==> config.mk <==
export PLATFORM = sky130hd
export DESIGN_NAME = fifo_read_drain
export DESIGN_NICKNAME = d
export VERILOG_FILES = /design/src/rtl/fifo_read_drain.sv
export SDC_FILE = /design/constraint.sdc
export NUM_CORES = 1
export LEC_CHECK = 0
export BUFFER_PORTS_ARGS = -buffer_cell sky130_fd_sc_hd__buf_4
export CAP_MARGIN = 15
export CORE_ASPECT_RATIO = 0.6
export CORE_UTILIZATION = 50
export DETAILED_ROUTE_END_ITERATION = 10
export PLACE_DENSITY = 0.82
export SYNTH_ARGS = -nofsm -noshare
export SYNTH_HDL_FRONTEND = slang
export SYNTH_SLANG_ARGS = --single-unit
export TNS_END_PERCENT = 30
==> constraint.sdc <==
create_clock -name r_clk -period 3.15 [get_ports r_clk]
set_input_delay 0.315 -clock r_clk [delete_from_list [all_inputs] [get_ports r_clk]]
set_output_delay 0.315 -clock r_clk [all_outputs]
set_load 0.005 [all_outputs]
==> src/rtl/fifo_read_drain.sv <==
// Burst-paced FIFO read drainer: reads TOTAL words in BURST_LEN bursts separated by GAP_CYCLES idle cycles.
// Defining DRAIN_CHECK_EN adds an incrementing-sequence data checker (err_cnt / err_flag).
module fifo_read_drain #(
    parameter int unsigned DATASIZE   = 8,
    parameter int unsigned BURST_LEN  = 16,
    parameter int unsigned GAP_CYCLES = 4,
    parameter int unsigned TOTAL      = 256
) (
    input  logic                r_clk,
    input  logic                r_rst,
    input  logic                start,
    input  logic                r_empty,
    input  logic [DATASIZE-1:0] r_data,
    output logic                r_en,
    output logic                rd_valid,
    output logic [DATASIZE-1:0] rd_data,
    output logic [15:0]         word_cnt,
    output logic [15:0]         err_cnt,
    output logic                err_flag,
    output logic                busy,
    output logic                done
);
    localparam int unsigned CNT_W  = 16;
    localparam int unsigned BEAT_W = 8;
    localparam logic [CNT_W-1:0]  LAST_WORD = CNT_W'(TOTAL - 1);
    localparam logic [BEAT_W-1:0] LAST_BEAT = BEAT_W'(BURST_LEN - 1);
    localparam logic [BEAT_W-1:0] LAST_GAP  = BEAT_W'(GAP_CYCLES - 1);
    localparam bit                HAS_GAP   = (GAP_CYCLES != 0);

    typedef enum logic [1:0] {
        S_IDLE = 2'd0,
        S_READ = 2'd1,
        S_GAP  = 2'd2,
        S_DONE = 2'd3
    } state_t;

    state_t              r_state;
    state_t              w_state_nxt;
    logic [CNT_W-1:0]    r_word_cnt;
    logic [BEAT_W-1:0]   r_beat;
    logic [BEAT_W-1:0]   r_gap;
    logic                r_pend;
    logic                w_rd;
    logic                w_start;
    logic                w_last_word;
    logic                w_last_beat;
    logic                w_gap_end;

    assign w_last_word = (r_word_cnt == LAST_WORD);
    assign w_last_beat = (r_beat == LAST_BEAT);
    assign w_gap_end   = (r_gap == LAST_GAP);

    // State register
    always_ff @(posedge r_clk) begin
        if (!r_rst) begin
            r_state <= S_IDLE;
        end else begin
            r_state <= w_state_nxt;
        end
    end

    // Next-state and read-enable decode; last word wins over end of burst
    always_comb begin
        w_state_nxt = r_state;
        w_rd        = 1'b0;
        w_start     = 1'b0;
        case (r_state)
            S_IDLE, S_DONE: begin
                w_start = start;
                if (start) begin
                    w_state_nxt = S_READ;
                end
            end
            S_READ: begin
                w_rd = !r_empty;
                if (w_rd) begin
                    if (w_last_word) begin
                        w_state_nxt = S_DONE;
                    end else if (w_last_beat && HAS_GAP) begin
                        w_state_nxt = S_GAP;
                    end
                end
            end
            S_GAP: begin
                if (w_gap_end) begin
                    w_state_nxt = S_READ;
                end
            end
            default: w_state_nxt = S_IDLE;
        endcase
    end

    // Word, beat and gap counters
    always_ff @(posedge r_clk) begin
        if (!r_rst) begin
            r_word_cnt <= '0;
            r_beat     <= '0;
            r_gap      <= '0;
        end else if (w_start) begin
            r_word_cnt <= '0;
            r_beat     <= '0;
            r_gap      <= '0;
        end else begin
            if (w_rd) begin
                r_word_cnt <= r_word_cnt + CNT_W'(1);
                r_beat     <= w_last_beat ? '0 : r_beat + BEAT_W'(1);
            end
            if (r_state == S_GAP) begin
                r_gap <= w_gap_end ? '0 : r_gap + BEAT_W'(1);
            end
        end
    end

    // Capture pipeline: FIFO data arrives one cycle after r_en, strobed out the cycle after that
    always_ff @(posedge r_clk) begin
        if (!r_rst) begin
            r_pend   <= 1'b0;
            rd_valid <= 1'b0;
            rd_data  <= '0;
        end else begin
            r_pend   <= w_rd;
            rd_valid <= r_pend;
            if (r_pend) begin
                rd_data <= r_data;
            end
        end
    end

`ifdef DRAIN_CHECK_EN
    logic [DATASIZE-1:0] r_expect;
    logic [CNT_W-1:0]    r_err_cnt;
    logic                r_err_flag;

    // Expected value always follows the last received word, so one bad word costs one error
    always_ff @(posedge r_clk) begin
        if (!r_rst) begin
            r_expect   <= '0;
            r_err_cnt  <= '0;
            r_err_flag <= 1'b0;
        end else if (w_start) begin
            r_expect   <= '0;
            r_err_cnt  <= '0;
            r_err_flag <= 1'b0;
        end else if (r_pend) begin
            if (r_data != r_expect) begin
                r_err_flag <= 1'b1;
                if (r_err_cnt != {CNT_W{1'b1}}) begin
                    r_err_cnt <= r_err_cnt + CNT_W'(1);
                end
            end
            r_expect <= r_data + DATASIZE'(1);
        end
    end

    assign err_cnt  = r_err_cnt;
    assign err_flag = r_err_flag;
`else
    assign err_cnt  = '0;
    assign err_flag = 1'b0;
`endif

    assign r_en     = w_rd;
    assign word_cnt = r_word_cnt;
    assign busy     = (r_state == S_READ) || (r_state == S_GAP);
    assign done     = (r_state == S_DONE);

endmodule

==> impl_metrics.toml <==
[outcome]
outcome = "finished, final reports clean"

[finish]
mostFrequentLayoutCell = "dfxtp_1"
syn2layout_area_growth_pct = 17.79
fill_cells = 371
antennaDiodeCount = 0
post-route-util_pct = 61.72
layout-drive-gt1-share_pct = 20.07
multi_input_area_mm2 = 0.001131
regArea_um2 = 880.8
finalNetCount = 296
layout_common_cells = "44 x dfxtp_1, 40 x buf_4, 24 x nor2_1, 18 x nand2_1, 17 x conb_1"
final_cells = 339
post-route-cell-area_mm2 = 0.002544

[placed_design]
placed_cells = 331
hpwl_um = 3186
portBuffers = 39
detailed_place.area_mm2 = 0.002422
gp_congestion = 0.8337

[setup_path]
cp.required_ps = 2830
cp.arrival_ps = 1840
crit_path_max_fanout = 18
crit_type = "reg2out"
start_kind = "flop"
endpoint_kind = "output port"

[yosys]
avgSynthCellArea_um2 = 8.961
yosysSeqAreaShare_pct = 40.79
synthesis.area_mm2 = 0.002160
yosysWarningCount = 0
synth_cell_types = 44
synthCells = 241
ys_seq_elements = 44

[clocking]
holdBufCountCts = 0
cts-root-buf = "clkbuf_8"
cts_num_sinks = 44
path_clk_slew_ps = 80
cts_tree = "done"
clock_latency_ps = 300
cts_htree_levels = 2
cts_setup_buffers = 0
cts_resized = 0
cts_buffers = 5
cts_buffer_depth = 2

[sta]
finalMaxSlewViolations = 0
worstMarginPinSlew_ps = 579.1
fin_crit_sh_pct = 68.33
setup_violations = 0
hold_slack_ps = 278.5
fmax_mhz = 464.6
max-slew-margin-rel_pct = 61.30
skew_ps = 6.491
fin_crit_ps = 2152
final_hold_viol_count = 0
fin_setup_tns_ps = 0
rsz0062_at_grt = "false"

[detailed_routing]
routed_via_density = 5.206
wire_per_inst_um = 13.27
drtIter0Drc = 110
wl_um = 4500
via_count = 1765
dr.pass1.iters = 4
drc = 0
ant_nets = 0

[flow_run]
max-cap-violations = 0

[global_routing]
grt_pass1_vias = 1508
antenna_found_initial = 0
grt_pass1_wl_um = 7031
grt_use_total_pct = 20.50
overflow = 0
grt_max_degree = 19

[floorplan]
core_area_mm2 = 0.004121
io_pins = 57
initial_core_util_pct = 52.40
dieHeight_um = 52.91
die_area_mm2 = 0.004595
fp-row-count = 18
die_x_um = 86.85

[power]
powerDensity_mw_per_mm2 = 523.5
vdd_drop_max_mv = 0.2905
power_leakage_uw = 0.0009908

[hold_path]
hp-class = "in2reg"
[registers in the layout, summed over array words and instances (netlist names)]
register	cells
r_pend	1
r_state	2
word_cnt	16
rd_valid	1
rd_data	8
r_gap	8
r_beat	8
[power by group]
part	internal (uW)	total (uW)	switching, uW
combinational	110	257	147
sequential	583	616	32.9
clock	259	459	200
[through the flow]
stage / setup slack, ps / total power [uW]
after floorplan: 1568 / 813.6
after global placement: 1275 / 872.7
after detailed placement: 1194 / 882.4
after CTS: 1006 / 1337
after global routing: 886.6 / 1403
final: 997.5 / 1332
[cell families (layout without fill, tap and decap cells)]
logic type,count (synthesis),after routing,synth area share [%]
other,1,17,0.1736
XOR/XNOR,19,19,7.706
buffers and inverters,32,54,9.618
adder cells (fa/ha/maj),6,6,3.476
multiplexers,10,10,4.635
flip-flops,44,44,40.79
AO/OA/AOI/OAI,29,29,8.807
AND/OR/NAND/NOR,100,100,24.80
[worst max-delay path, cell delays in order (launching register included)]
cell and delay [ps]:
dfxtp_1 390, inv_1 70, ha_1 250, nand2b_1 430
clkinv_8 200, buf_4 190
[area by class of cell]
type	instances	share of cell area, %
clock buffer	6	3.246
sequential	44	34.63
inverter	6	1.377
timing repair buffer	40	11.81
clock inverter	2	1.525
multi-input combinational	181	44.47
tap	60	2.951
[per-layer routing]
metal | up-vias | wire (um) | track usage [%]
li1 | 881 | - | -
met1 | 811 | 2047 | 26.78
met2 | 60 | 2042 | 32.41
met3 | 13 | 315 | 5.304
met4 | 0 | 95 | 8.611
met5 | - | 0 | 0
[synth_stat cells, drive strengths merged]
cell | instances | area share (%)
nand4 | 10 | 2.9
nor2b | 9 | 2.6
or3 | 5 | 1.4
or4 | 3 | 1.0
buf | 21 | 7.1
xnor2 | 7 | 2.8
ha | 6 | 3.5
nor3b | 1 | 0.35
a311oi | 2 | 0.81
clkbuf | 5 | 0.87
o2bb2ai | 1 | 0.41
and3 | 3 | 0.93
dfxtp | 44 | 41
xor2 | 12 | 4.9
a31o | 1 | 0.41
or2 | 1 | 0.29
nor3 | 7 | 1.6
nor2 | 24 | 4.2
conb | 1 | 0.17
nand4b | 1 | 0.41
o311ai | 1 | 0.75
and4 | 3 | 1.3
o211ai | 1 | 0.35
a21oi | 12 | 3.0
nor4 | 1 | 0.29
mux2i | 10 | 4.6
clkinv | 1 | 0.75
o31ai | 2 | 0.70
inv | 5 | 0.87
nand2 | 19 | 3.6
nor4b | 2 | 1.1
o21ai | 7 | 1.6
and2 | 2 | 0.58
o311a | 1 | 0.46
a21o | 1 | 0.35
nand2b | 1 | 0.29
nand3 | 8 | 1.9
[worst paths after layout]
check	from	end	slack, ps	cells after the start
setup reg to reg	r_state[0]	word_cnt[13]	1130	6
setup / recovery	r_state[1]	r_en	1000	5
hold / removal	r_data[1]	rd_data[1]	280	3
hold reg to reg	r_state[0]	r_state[0]	500	2
Power figures use the tool's default switching activity.
